**config.mk**
```make
export PLATFORM = sky130hd
export DESIGN_NAME = decode_ctrl_pipe
export DESIGN_NICKNAME = d
export VERILOG_FILES = /design/src/rtl/decode_ctrl_pipe.sv
export SDC_FILE = /design/constraint.sdc
export NUM_CORES = 1
export LEC_CHECK = 0
export BUFFER_PORTS_ARGS = -buffer_cell sky130_fd_sc_hd__buf_2
export CAP_MARGIN = 5
export CORE_MARGIN = 2
export CORE_UTILIZATION = 35
export DETAILED_ROUTE_END_ITERATION = 7
export GPL_ROUTABILITY_DRIVEN = 1
export PLACE_DENSITY = 0.58
export SETUP_SLACK_MARGIN = 0.02
export SLEW_MARGIN = 20
export SYNTH_ARGS = -nofsm -noshare
export SYNTH_HDL_FRONTEND = slang
export SYNTH_SLANG_ARGS = --single-unit
```
**constraint.sdc**
```tcl
create_clock -name clk_i -period 2 [get_ports clk_i]
set_clock_uncertainty 0.05 [all_clocks]
set_input_delay 0.1 -clock clk_i [delete_from_list [all_inputs] [get_ports clk_i]]
set_output_delay 0.1 -clock clk_i [all_outputs]
set_load 0.01 [all_outputs]
```
**src/rtl/decode_ctrl_pipe.sv**
```systemverilog
// decode_ctrl_pipe: registered RV32I instruction-decode stage.
//   Decodes instruction_i into an immediate plus control bundle, latches the
//   result into an ID/EX output register under a valid/ready handshake,
//   interlocks on load-use hazards through a load-destination scoreboard and
//   traps on illegal encodings until flush_i.
// Ports:
//   clk_i, reset_i (sync, active-high)
//   instr_valid_i / instr_ready_o / instruction_i / pc_i : IF/ID side
//   flush_i                                              : kill stage contents
//   ex_ready_i / ex_valid_o                              : ID/EX handshake
//   pc_o, imm_o, rs1_o, rs2_o, rd_o, funct3_o            : registered fields
//   alusrc1_o, alusrc2_o, dmem_to_reg_o, reg_write_o, mem_read_o,
//   mem_write_o, branch_o, jump_o, alu_op_o, illegal_o   : registered controls
//   stall_o                                              : stage is interlocked
// Build option: define PSRV_RV32M_EN to decode the RV32M multiply/divide group
//   (alu_op = 16 + funct3); otherwise those encodings are illegal.
module decode_ctrl_pipe #(
  parameter int          XLEN     = 32,
  parameter int          ALU_OP_W = 6,
  parameter int unsigned LU_DEPTH = 2
) (
  input  logic                clk_i,
  input  logic                reset_i,
  input  logic                instr_valid_i,
  output logic                instr_ready_o,
  input  logic [31:0]         instruction_i,
  input  logic [XLEN-1:0]     pc_i,
  input  logic                flush_i,
  input  logic                ex_ready_i,
  output logic                ex_valid_o,
  output logic [XLEN-1:0]     pc_o,
  output logic [XLEN-1:0]     imm_o,
  output logic [4:0]          rs1_o,
  output logic [4:0]          rs2_o,
  output logic [4:0]          rd_o,
  output logic [2:0]          funct3_o,
  output logic                alusrc1_o,
  output logic                alusrc2_o,
  output logic [1:0]          dmem_to_reg_o,
  output logic                reg_write_o,
  output logic                mem_read_o,
  output logic                mem_write_o,
  output logic                branch_o,
  output logic                jump_o,
  output logic [ALU_OP_W-1:0] alu_op_o,
  output logic                illegal_o,
  output logic                stall_o
);

  localparam logic [6:0] OP_LUI   = 7'b0110111;
  localparam logic [6:0] OP_AUIPC = 7'b0010111;
  localparam logic [6:0] OP_JAL   = 7'b1101111;
  localparam logic [6:0] OP_JALR  = 7'b1100111;
  localparam logic [6:0] OP_BXX   = 7'b1100011;
  localparam logic [6:0] OP_LXX   = 7'b0000011;
  localparam logic [6:0] OP_SXX   = 7'b0100011;
  localparam logic [6:0] OP_IXX   = 7'b0010011;
  localparam logic [6:0] OP_RXX   = 7'b0110011;

  localparam logic [ALU_OP_W-1:0] ALU_ADD  = ALU_OP_W'(0);
  localparam logic [ALU_OP_W-1:0] ALU_SLT  = ALU_OP_W'(2);
  localparam logic [ALU_OP_W-1:0] ALU_SLTU = ALU_OP_W'(3);
  localparam logic [ALU_OP_W-1:0] ALU_SRA  = ALU_OP_W'(8);
  localparam logic [ALU_OP_W-1:0] ALU_SUB  = ALU_OP_W'(9);
  localparam logic [ALU_OP_W-1:0] ALU_BAD  = ALU_OP_W'(15);

  typedef enum logic [1:0] {RUN, INTERLOCK, TRAP} state_t;

  typedef struct packed {
    logic       v;
    logic [4:0] rd;
  } sb_entry_t;

  state_t    state, state_next;
  sb_entry_t sb [LU_DEPTH];

  logic [6:0] opc, f7;
  logic [2:0] f3;
  logic [4:0] f_rs1, f_rs2;
  logic signed [31:0] imm_i, imm_s, imm_b, imm_u, imm_j, d_imm32;
  logic d_alusrc1, d_alusrc2, d_rw, d_mr, d_mw, d_br, d_jp, d_ill;
  logic [1:0] d_d2r;
  logic [ALU_OP_W-1:0] d_op;
  logic uses_rs1, uses_rs2, rd_zero;
  logic rs1_busy, rs2_busy, hazard, adv, accept, load_xfer;

  assign opc   = instruction_i[6:0];
  assign f3    = instruction_i[14:12];
  assign f7    = instruction_i[31:25];
  assign f_rs1 = instruction_i[19:15];
  assign f_rs2 = instruction_i[24:20];

  assign imm_i = {{20{instruction_i[31]}}, instruction_i[31:20]};
  assign imm_s = {{20{instruction_i[31]}}, instruction_i[31:25], instruction_i[11:7]};
  assign imm_b = {{19{instruction_i[31]}}, instruction_i[31], instruction_i[7],
                  instruction_i[30:25], instruction_i[11:8], 1'b0};
  assign imm_u = {instruction_i[31:12], 12'b0};
  assign imm_j = {{11{instruction_i[31]}}, instruction_i[31], instruction_i[19:12],
                  instruction_i[20], instruction_i[30:21], 1'b0};

  always_comb begin
    d_imm32   = '0;
    d_alusrc1 = 1'b0;
    d_alusrc2 = 1'b0;
    d_d2r     = 2'b01;
    d_rw      = 1'b0;
    d_mr      = 1'b0;
    d_mw      = 1'b0;
    d_br      = 1'b0;
    d_jp      = 1'b0;
    d_op      = ALU_ADD;
    d_ill     = 1'b0;
    uses_rs1  = 1'b1;
    uses_rs2  = 1'b0;
    rd_zero   = 1'b0;
    case (opc)
      OP_LUI:   begin d_imm32 = imm_u; d_d2r = 2'b11; d_rw = 1'b1; uses_rs1 = 1'b0; end
      OP_AUIPC: begin
        d_imm32 = imm_u; d_alusrc1 = 1'b1; d_alusrc2 = 1'b1; d_rw = 1'b1; uses_rs1 = 1'b0;
      end
      OP_JAL: begin
        d_imm32 = imm_j; d_alusrc1 = 1'b1; d_alusrc2 = 1'b1; d_d2r = 2'b10;
        d_rw = 1'b1; d_jp = 1'b1; uses_rs1 = 1'b0;
      end
      OP_JALR:  begin d_imm32 = imm_i; d_alusrc2 = 1'b1; d_d2r = 2'b10; d_rw = 1'b1; d_jp = 1'b1; end
      OP_BXX: begin
        d_imm32 = imm_b; d_br = 1'b1; uses_rs2 = 1'b1; rd_zero = 1'b1;
        case (f3)
          3'd0, 3'd1: d_op = ALU_SUB;
          3'd4, 3'd5: d_op = ALU_SLT;
          3'd6, 3'd7: d_op = ALU_SLTU;
          default:    d_ill = 1'b1;
        endcase
      end
      OP_LXX:   begin d_imm32 = imm_i; d_alusrc2 = 1'b1; d_d2r = 2'b00; d_rw = 1'b1; d_mr = 1'b1; end
      OP_SXX:   begin d_imm32 = imm_s; d_alusrc2 = 1'b1; d_mw = 1'b1; uses_rs2 = 1'b1; rd_zero = 1'b1; end
      OP_IXX: begin
        d_imm32 = imm_i; d_alusrc2 = 1'b1; d_rw = 1'b1;
        d_op = (f3 == 3'd5 && instruction_i[30]) ? ALU_SRA : ALU_OP_W'(f3);
      end
      OP_RXX: begin
        uses_rs2 = 1'b1; d_rw = 1'b1;
        case (f7)
          7'b0000000: d_op = ALU_OP_W'(f3);
          7'b0100000: begin
            if (f3 == 3'd0)      d_op = ALU_SUB;
            else if (f3 == 3'd5) d_op = ALU_SRA;
            else                 d_ill = 1'b1;
          end
`ifdef PSRV_RV32M_EN
          7'b0000001: d_op = ALU_OP_W'(5'd16 + 5'(f3));
`endif
          default: d_ill = 1'b1;
        endcase
      end
      default: d_ill = 1'b1;
    endcase
    // Illegal entries carry no side effects into EX, whatever the opcode path set.
    if (d_ill) begin
      d_imm32   = '0;
      d_alusrc1 = 1'b0;
      d_alusrc2 = 1'b0;
      d_d2r     = 2'b00;
      d_rw      = 1'b0;
      d_mr      = 1'b0;
      d_mw      = 1'b0;
      d_br      = 1'b0;
      d_jp      = 1'b0;
      d_op      = ALU_BAD;
    end
  end

  // A source is busy if a recent load (scoreboard) or the load now sitting in
  // the output register will write it.
  always_comb begin
    rs1_busy = ex_valid_o & mem_read_o & (rd_o == f_rs1);
    rs2_busy = ex_valid_o & mem_read_o & (rd_o == f_rs2);
    for (int unsigned i = 0; i < LU_DEPTH; i++) begin
      if (sb[i].v && sb[i].rd == f_rs1) rs1_busy = 1'b1;
      if (sb[i].v && sb[i].rd == f_rs2) rs2_busy = 1'b1;
    end
  end

  assign hazard = instr_valid_i &
                  ((uses_rs1 & (f_rs1 != 5'd0) & rs1_busy) |
                   (uses_rs2 & (f_rs2 != 5'd0) & rs2_busy));

  assign adv           = ~ex_valid_o | ex_ready_i;
  assign instr_ready_o = (state == RUN) & adv & ~hazard & ~flush_i & ~reset_i;
  assign accept        = instr_valid_i & instr_ready_o;
  assign load_xfer     = ex_valid_o & ex_ready_i & mem_read_o & (rd_o != 5'd0);
  assign stall_o       = (state == INTERLOCK);

  always_comb begin
    state_next = state;
    case (state)
      RUN: begin
        if (instr_valid_i && hazard)  state_next = INTERLOCK;
        else if (accept && d_ill)     state_next = TRAP;
      end
      INTERLOCK: if (!hazard) state_next = RUN;
      TRAP:      state_next = TRAP;
      default:   state_next = RUN;
    endcase
    if (flush_i) state_next = RUN;
  end

  always_ff @(posedge clk_i) begin
    if (reset_i) state <= RUN;
    else         state <= state_next;
  end

  always_ff @(posedge clk_i) begin
    if (reset_i || flush_i) begin
      for (int unsigned i = 0; i < LU_DEPTH; i++) sb[i] <= '0;
    end else if (ex_ready_i) begin
      for (int unsigned i = 1; i < LU_DEPTH; i++) sb[i] <= sb[i-1];
      sb[0] <= '{v: load_xfer, rd: rd_o};
    end
  end

  always_ff @(posedge clk_i) begin
    if (reset_i) begin
      ex_valid_o    <= 1'b0;
      pc_o          <= '0;
      imm_o         <= '0;
      rs1_o         <= '0;
      rs2_o         <= '0;
      rd_o          <= '0;
      funct3_o      <= '0;
      alusrc1_o     <= 1'b0;
      alusrc2_o     <= 1'b0;
      dmem_to_reg_o <= '0;
      reg_write_o   <= 1'b0;
      mem_read_o    <= 1'b0;
      mem_write_o   <= 1'b0;
      branch_o      <= 1'b0;
      jump_o        <= 1'b0;
      alu_op_o      <= '0;
      illegal_o     <= 1'b0;
    end else if (flush_i) begin
      ex_valid_o <= 1'b0;
    end else if (accept) begin
      ex_valid_o    <= 1'b1;
      pc_o          <= pc_i;
      imm_o         <= XLEN'(d_imm32);
      rs1_o         <= f_rs1;
      rs2_o         <= f_rs2;
      rd_o          <= rd_zero ? 5'd0 : instruction_i[11:7];
      funct3_o      <= f3;
      alusrc1_o     <= d_alusrc1;
      alusrc2_o     <= d_alusrc2;
      dmem_to_reg_o <= d_d2r;
      reg_write_o   <= d_rw;
      mem_read_o    <= d_mr;
      mem_write_o   <= d_mw;
      branch_o      <= d_br;
      jump_o        <= d_jp;
      alu_op_o      <= d_op;
      illegal_o     <= d_ill;
    end else if (adv) begin
      ex_valid_o <= 1'b0;
    end
  end

endmodule

```
**Yosys cells after proc, flatten, opt, wreduce, memory -nomap -nowiden**

Memory sizes are Yosys's and may differ from the RTL's.
Cells that the tools add are included.
W data, S select, Z words.

- Flip-flop bits (word level): 101
- Bits in writable memories: 12
- Input bits: 69
- Output and inout bits: 101
- Word-level logic and storage cells: 151
- Memories: 1

- Equality and inequality tests: 25
- Multiplexer cells: 51
- Bitwise operators: 24
- Reduce and logical (&&, ||, !) cells: 32

Memories:

| name | depth | width | rd ports | clocked after memory_dff | write ports | RTL line | source |
|---|---|---|---|---|---|---|---|
| sb | 2 | 6 | 2 | 0 | 2 | 75 | `sb_entry_t sb [LU_DEPTH];` |

Operators by type and width:

| kind | number |
|---|---|
| $pmux W32 S5 | 1 |
| $mux W32 | 1 |
| $mux W1 | 31 |
| $eq A5 B5 Y1 | 6 |
| $eq A7 B6 Y1 const B | 4 |
| $pmux W4 S3 | 2 |
| $eq A7 B7 Y1 const B | 3 |
| $mux W6 | 3 |
| $and A1 B1 Y1 | 16 |
| $reduce_or A2 Y1 | 8 |
| $reduce_bool A5 Y1 | 3 |
| $eq A7 B5 Y1 const B | 2 |
| $reduce_or A7 Y1 | 2 |
| $eq A3 B3 Y1 const B | 4 |
| $mux W4 | 3 |
| $pmux W2 S3 | 2 |
| $reduce_or A6 Y1 | 2 |
| $reduce_or A3 Y1 | 3 |
| $mux W2 | 4 |
| $pmux W4 S2 | 1 |
| $eq A7 B2 Y1 const B | 1 |
| $logic_and A1 B1 Y1 | 7 |
| $logic_not A7 Y1 | 1 |
| $mux W5 | 1 |
| 14 further kinds | 21 |

**Longest topological paths before layout**

Gate-level depths: netlist of the first run.
An unclocked memory read counts as a cell.

- Depth in word-level cells: 17
- Mapped depth: 10
- Depth with buffers taken out: 7

**Worst setup path after synthesis of the first run**

OpenSTA, ideal clock, no wires.

- Path type: register -> register
- Start point: reg rd_o[1]
- End point: reg branch_o
- Library setup time: 0.123 ns
- Arrival time: 1.987 ns
- Data required time: 1.827 ns
- Path slack: -0.161 ns
- Cell stages (with the launch flop): 9
- Buffers on the path: 2
- Clock period less this slack: 2.161 ns
- Cells stage by stage: dfxtp_1 -> xnor2_1 -> nand4_1 -> or3_1 -> a31o_2 -> o211ai_2 -> buf_4 -> buf_4 -> mux2_1

- Cells in the longest elaborated chain, start to end: 13
- Elaborated cells on any way between the ends: 18
- Those cells by class: eq/ne: 2; mux: 4; bitwise: 11; reduce/logical: 1

RTL lines:

| element | RTL line | source |
|---|---|---|
| start, declared | 35 | `output logic [4:0] rd_o,` |
| start signal, assigned | 249 | `rd_o <= rd_zero ? 5'd0 : instruction_i[11:7];` |
| $eq A5 B5 Y1 (on tied branches) | 176, 177 |  |
| $and A1 B1 Y1 (on tied branches) | 176, 177 |  |
| $mux W1 (on tied branches) (2 in series) | 179, 180 |  |
| $and A1 B1 Y1 (on tied branches) | 185, 186 |  |
| $or A1 B1 Y1 * | 185 | `((uses_rs1 & (f_rs1 != 5'd0) & rs1_busy) \|` |
| $and A1 B1 Y1 * | 184 | `assign hazard = instr_valid_i &` |
| $not A1 Y1 * | 189 | `assign instr_ready_o = (state == RUN) & adv & ~hazard & ~flush_i & ~reset_i;` |
| $and A1 B1 Y1 * (3 in series) | 189 |  |
| $and A1 B1 Y1 * | 190 | `assign accept = instr_valid_i & instr_ready_o;` |
| $reduce_and A2 Y1 (no line) * | -- |  |
| end signal, assigned | 257 | `branch_o <= d_br;` |
| end, declared | 43 | `output logic branch_o,` |

Mark *: on every way between the ends. The rest lies on a longest branch, timed or not.
A chain may end at the register's enable or synchronous reset.

==> impl_metrics.ini, run 1 <==
[finish]
utilization_pct = 52.1
fill_cells = 1460
drive_gt1_share_pct = 36.5
final_cells = 1059
area_growth_pct = 45.7
antennaDiodeCount = 0
layout.nets = 911

[power]
powerDensity_nw_per_um2 = 602
ir_drop_mv = 0.384
power_leakage_uw = 0.00413
fin_total_pwr_uw = 4980

[flow_run]
maxCapViolations = 0

[outcome]
violations = setup timing
status = complete, but fails checks

[worst_hold_path]
min_to = imm_o[31]
min_from = instruction_i[31]
hold_class = input pin to register
min_path_cells = 3

[sta]
fmax_mhz = 431
hold_viol = 0
tightest_slew_ps = 849
rsz0062_at_grt = yes
worst_slack_ps = -318
period_share_pct = 116
layout_min_cycle_time_ps = 2320
slew-limit-headroom_pct = 43.2
setup_viol = 99
slew_violations = 0
whs_ps = 23.6
fin_tns_setup_ps = -23450

[floorplanning]
dieArea_sq_um = 17300
ios = 170
rows = 46
die_h_um = 131
die_x_um = 131
core-area_sq_um = 15900
start_util_pct = 35.7

[detailed_routing]
wirelength_mm = 17.8
drtPass1Iterations = 4
vias_per_cell = 4.88
drcViolationCount = 0
ant_nets = 0
avgRoutedWirePerCell_um = 16.8
route.vias.total = 5164
drtIter0Drc = 224

[synthesis]
synth_top_area_cell = dfxtp_1
netlist_top_cells_area = dfxtp_1 (35%), mux2i_1 (9.0%), mux2_1 (8.5%)
ys_seq_area_share_pct = 41.3
synth_edf_count = 12
avgSynthCellArea_sq_um = 9.75
async_reset_ff_share_pct = 0
synth_area_sq_um = 5680
synth_seq_cells = 111
yosys-top-cells-count = dfxtp_1 (99), nand2b_1 (60), mux2i_1 (51), nor2b_1 (45), mux2_1 (43)
synth_ff_type = dfxtp_1
yosysWarnings = 0
synth.top_cell.area_share_pct = 34.9
yosysMostFrequentCell = dfxtp_1
synth_cell_types = 57
synthCells = 582

[worst_setup_path]
path_cells = xor2_1 > nor4_2 > nand3_1 > a31o_2 > o211ai_4 > buf_12 > buf_6 > buf_12 > mux2_4
crit_top_cell = buf_12
crit_arrival_ps = 2510
crit_path_start_kind = register
path_class = register to register
slowest_delay_ps = 430
end_kind = register
slowest_stage = edfxtp_1
r2r_end = rs1_o[2]
reg2reg_depth = 9
path_max_fanout = 6
reg2reg_setup_slack_ps = -320
r2r_start = sb[0][1]
worstPathRequired_ps = 2200

[global_routing]
grt_overflow_total = 0
grt_pass1_wl_mm = 28.6
grt_max_degree = 115
grt_pass1_vias = 5417
antenna_found_initial = 0
grt_use_total_pct = 20.5

[clock_tree]
cts_root_buffer = clkbuf_16
cts_max_level = 3
cts_tree = yes
cts.path.max_buffers = 2
clk_latency_ps = 360
cts_buffers = 9
clock-sinks = 111
clk_pin_slew_worst_paths_ps = 80

[placed_design]
hpwlAfterDp_mm = 12.2
portBuffers = 167
numPlacedInstances = 984
routabilityCongestion = 0.885
cell families after synthesis:
group           count (synthesis)  synth area share (%)
buf+inv                        55                  4.92
xor+xnor                       31                  4.78
simple gates                  223                  22.8
fa+ha+maj                       4                 0.882
mux                            94                  17.5
other cells                     1                0.0661
flops                         111                  41.3
compound gates                 63                  7.78
state kept, by name (all words and copies together), names as in the netlist:
signal,flops
pc_o,32
dmem_to_reg_o,2
reg_write_o,1
rd_o,5
rs2_o,5
alusrc1_o,1
sb,12
mem_write_o,1
rs1_o,5
ex_valid_o,1
funct3_o,3
jump_o,1
alu_op_o,4
imm_o,32
branch_o,1
illegal_o,1
mem_read_o,1
state,2
alusrc2_o,1
per-stage QoR:
stage / cell area, sq um / setup WS, ps
floorplan: 5720 / -0.440
global placement: 7100 / -239
detailed placement: 7100 / -370
CTS: 8170 / -308
global route: 8270 / -388
finish: 8270 / -318
report_power, final:
part	total (uW)	internal (uW)	switching [uW]
registers	2370	2320	50.0
logic	830	444	385
clock network	1770	926	849
layout by cell type, fill, tap and decap left out, types with 6 or more instances in the layout:
master,n
o21ai_0,6
inv_1,9
edfxtp_1,12
nor3_1,8
xnor2_1,12
a21oi_1,15
nor4_1,6
nor2b_1,45
buf_6,8
mux2_1,22
dlygate4sd3_1,44
xor2_1,17
nand2b_1,60
buf_2,166
mux2i_1,51
clkbuf_16,10
nand2_1,40
and2_1,12
mux2_4,21
dfxtp_1,95
buf_12,9
a21o_1,10
buf_4,58
nand3_1,7
nor2_1,15
worst max path at each step:
| stage | from | to | cells after the start | slack [ps] |
|---|---|---|---|---|
| final | sb[0][1] | rs1_o[2] | 9 | -320 |
| after global routing | sb[0][1] | rs2_o[2] | 9 | -390 |
| after CTS | sb[0][7] | instr_ready_o | 8 | -310 |
| after detailed placement | sb[0][3] | pc_o[27] | 7 | -370 |
| after global placement | sb[0][6] | pc_o[31] | 8 | -240 |
| after floorplan | sb[0][3] | branch_o | 8 | -0.4 |
critical path, delay by kind of cell, from the launching register on:
kind	cells	cell delay, ps
AND/OR/NAND/NOR	2	470
flip-flops	1	430
buffers and inverters	3	410
AO/OA/AOI/OAI	2	370
multiplexers	1	300
XOR/XNOR	1	170
layout make-up:
type	count	area, sq um	share of cell area, %
clock buffer	13	260	3.15
clock inverter	3	25.0	0.303
inverter	9	33.8	0.409
multi-input combinational	417	3230	39.0
sequential	111	2350	28.5
tap	216	270	3.27
timing repair buffer	290	2100	25.4
metal layers:
metal | vias to the layer above | track usage, % | part of all wire [%]
li1 | 2490 | - | -
met2 | 165 | 33.3 | 46
met3 | 21 | 4.75 | 5.8
met5 | - | 0 | 0
met4 | 0 | 6.58 | 1.5
met1 | 2488 | 27.1 | 46
what timing repair did:
item	in CTS	in global routing
endpoints found under the setup margin	100	100
buffers inserted	9	2
pin swaps	11	7
cloned	5	2
hold buffers	44	0
resized for setup	36	18
hold endpoints to repair	46	0
(Power assumes the default switching activity.)
==> run 2: changes to the inputs <==
--- a/config.mk
+++ b/config.mk
@@ -5,6 +5,7 @@
 export SDC_FILE = /design/constraint.sdc
 export NUM_CORES = 1
 export LEC_CHECK = 0
+export ABC_AREA = 1
 export BUFFER_PORTS_ARGS = -buffer_cell sky130_fd_sc_hd__buf_2
 export CAP_MARGIN = 5
 export CORE_MARGIN = 2
==> run 2 against run 1 <==
Net effect:
- the flow still finishes with violations (setup timing)
- sequential share of layout area decreased by 2.1 points
- power increased by 10%
- via count increased by 27%
- area after synthesis up 5.6%
- cell count up 38%
- cell area grew 7.6%
- sequential power up 3%
- critical path depth increased by 6
- combinational power is 29% higher
- critical path type unchanged
- highest routed layer unchanged
==> impl_metrics.ini, run 2 <==
[worst_setup_path]
end_kind = register
reg2reg_depth = 15
crit_path_start_kind = register
path_cells = inv_2 > nand2_1 > nand2_1 > nor2_1 > nand3_1 > nand3_1 > nand2_1 > nand2_2 > inv_2 > buf_6 > nand4_4 > buf_12 > clkbuf_16 > o21bai_1 > nor2_1
worstPathRequired_ps = 2200
crit_buf_inv = 5
slowest_stage = edfxtp_1
slowest_delay_ps = 430
cp_top_family = simple AND/OR/NAND/NOR gates
path_depth = 15
crit_arrival_ps = 2330
path_class = register to register
crit_top_cell = nand2_1
path_max_fanout = 8

[power]
switching_share_pct = 27.9
fin_total_pwr_uw = 5480
power_leakage_uw = 0.00489
clock_power_share_pct = 36.2
powerDensity_nw_per_um2 = 616
seqPwrFrac_pct = 44.3
combPwrFrac_pct = 19.6
p_int_uw = 3950
ir_drop_mv = 0.460
p_sw_uw = 1530

[placed_design]
hpwlAfterDp_mm = 13.5
post-place-ws_ps = -110
numPlacedInstances = 1369
portBuffers = 167
routabilityCongestion = 0.921

[synthesis]
yosysWarnings = 0
yosys-mux-area-fraction_pct = 0
synth_xor_area_share_pct = 0.146
netlist_top_cells_area = dfxtp_1 (33%), nand2_1 (19%), nor2_1 (15%)
synth-simple-area-share_pct = 38.6
synth_edf_count = 12
synth_area_sq_um = 6000
synth_ff_type = dfxtp_1
synth_seq_cells = 111
ys_seq_area_share_pct = 39.1
synthCells = 973
yosysMostFrequentCell = nand2_1
synth_compound_area_share_pct = 6.74
synth_top_area_cell = dfxtp_1
avgSynthCellArea_sq_um = 6.16
synth_fa_ha_area_share_pct = 0.835
synth_cell_types = 35
yosys-top-cells-count = nand2_1 (302), nor2_1 (236), inv_1 (160), dfxtp_1 (99), a21oi_1 (27)
async_reset_ff_share_pct = 0
synth_top_family_by_area = simple AND/OR/NAND/NOR gates
synth.top_cell.area_share_pct = 33.1

[finish]
fill_cells = 1645
antennaDiodeCount = 0
register_area_sq_um = 2340
final_common_cell = nand2_1
final_cells = 1457
reg_top3 = imm_o: 32 flops, pc_o: 32 flops, sb: 12 flops
drive_gt1_share_pct = 29.3
area_growth_pct = 48.4
layout_common_cells = nand2_1 (251), nor2_1 (224), buf_2 (166)
multi_input_area_sq_um = 3120
layout.nets = 1305

[worst_hold_path]
hold_class = input pin to register
min_path_cells = 3

[detailed_routing]
wirelength_mm = 20.3
drcViolationCount = 0
route.vias.total = 6568
avgRoutedWirePerCell_um = 13.9
vias_per_cell = 4.51
drtPass1Iterations = 6
drtIter0Drc = 388
ant_nets = 0

[sta]
tightest_slew_ps = 609
slew_violations = 0
rsz0062_at_grt = yes
hold_viol = 0
worst_slack_ps = -135
setup_viol = 82
layout_min_cycle_time_ps = 2130
fmax_mhz = 468
slew-limit-headroom_pct = 59.3
period_share_pct = 107

[clock_tree]
cts_max_level = 3
cts_buffers = 9
cts_tree = yes
cts_root_buffer = clkbuf_16
clock-sinks = 111
clk_pin_slew_worst_paths_ps = 80
clk_latency_ps = 360
cts.path.max_buffers = 2

[floorplanning]
rows = 47
dieArea_sq_um = 18200
core-area_sq_um = 16600
die_h_um = 135
ios = 170
start_util_pct = 36.0
die_x_um = 135

[global_routing]
antenna_found_initial = 0
grt_max_degree = 47
grt_use_total_pct = 20.3
grt_pass1_wl_mm = 29.3
grt_pass1_vias = 5789
grt_overflow_total = 0

[flow_run]
maxCapViolations = 0

[outcome]
status = complete, but fails checks
violations = setup timing
[run 2: cell types whose count changed in the layout (fill, tap and decap cells not counted), moves of 22 or more]
cell and change:
nand2_1 +211, nor2b_1 -45, mux2_1 -22, nand2b_1 -60, mux2i_1 -51, nand2_2 +33
inv_1 +140, nor2_1 +209
[run 2: worst paths after layout]
kind / startpoint / to / slack [ps]
hold / removal: instruction_i[18] / rs1_o[3] / 20
setup / recovery: sb[0][4] / imm_o[7] / -130
setup reg to reg: sb[0][4] / imm_o[7] / -130
hold reg to reg: branch_o / branch_o / 460
[run 2: kinds of logic (layout without fill, tap and decap cells)]
logic type                 count (synthesis)  count (layout)
AOI/OAI and AO/OA                         66              66
xor gates and xnor gates                   1               1
adders and majority gates                  4               4
buffers and inverters                    207             470
DFF                                      111             111
other                                      1               2
and+or+nand+nor                          583             583
[run 2: layout make-up]
cell class / instances / area share, %
flip-flops and latches: 111 / 26.3
clock inverters: 6 / 1.03
inverters: 167 / 7.05
repair buffers: 287 / 24.9
multi-input cells: 656 / 35.0
well taps: 220 / 3.09
clock buffers: 10 / 2.57
[run 2: routing by layer]
metal  global-route usage [%]  routed length [um]
met1                     27.7                9330
met2                     31.3                9120
met3                     5.63                1490
met4                     5.96                 378
met5                        0                   0
[run 2: power groups by stage]
stage          Combinational, uW  Clock, uW  Sequential (uW)
2_1_floorplan                423          0             2520
3_3_place_gp                 825          0             2470
3_5_place_dp                 829          0             2470
4_1_cts                      912       2030             2420
5_1_grt                     1180       2110             2440
6_report                    1070       1980             2430
[run 2: worst reg2reg max path: cells and delay by family (launching register included)]
family | cells | cell delay, ps
buffers and inverters | 5 | 680
AOI/OAI and AO/OA | 1 | 170
and+or+nand+nor | 9 | 700
DFF | 1 | 430
[run 2: metrics by stage]
stage	cell area [sq um]	utilization [%]	hold WS, ps	TNS, ps
floorplan	6000	-	185	0
global placement	7320	44.0	275	-3580
detailed placement	7320	44.0	277	-2760
CTS	8160	49.0	17.7	-1350
global route	8900	53.5	52.6	-15690
finish	8900	53.5	23.7	-3800
[run 2: timing repair]
action,CTS,global route
gates cloned,0,17
buffers inserted,8,6
resized for setup,15,106
pin swaps,8,37
hold buffers,42,0
endpoints found under the hold margin,42,0
setup endpoints to repair,2,98
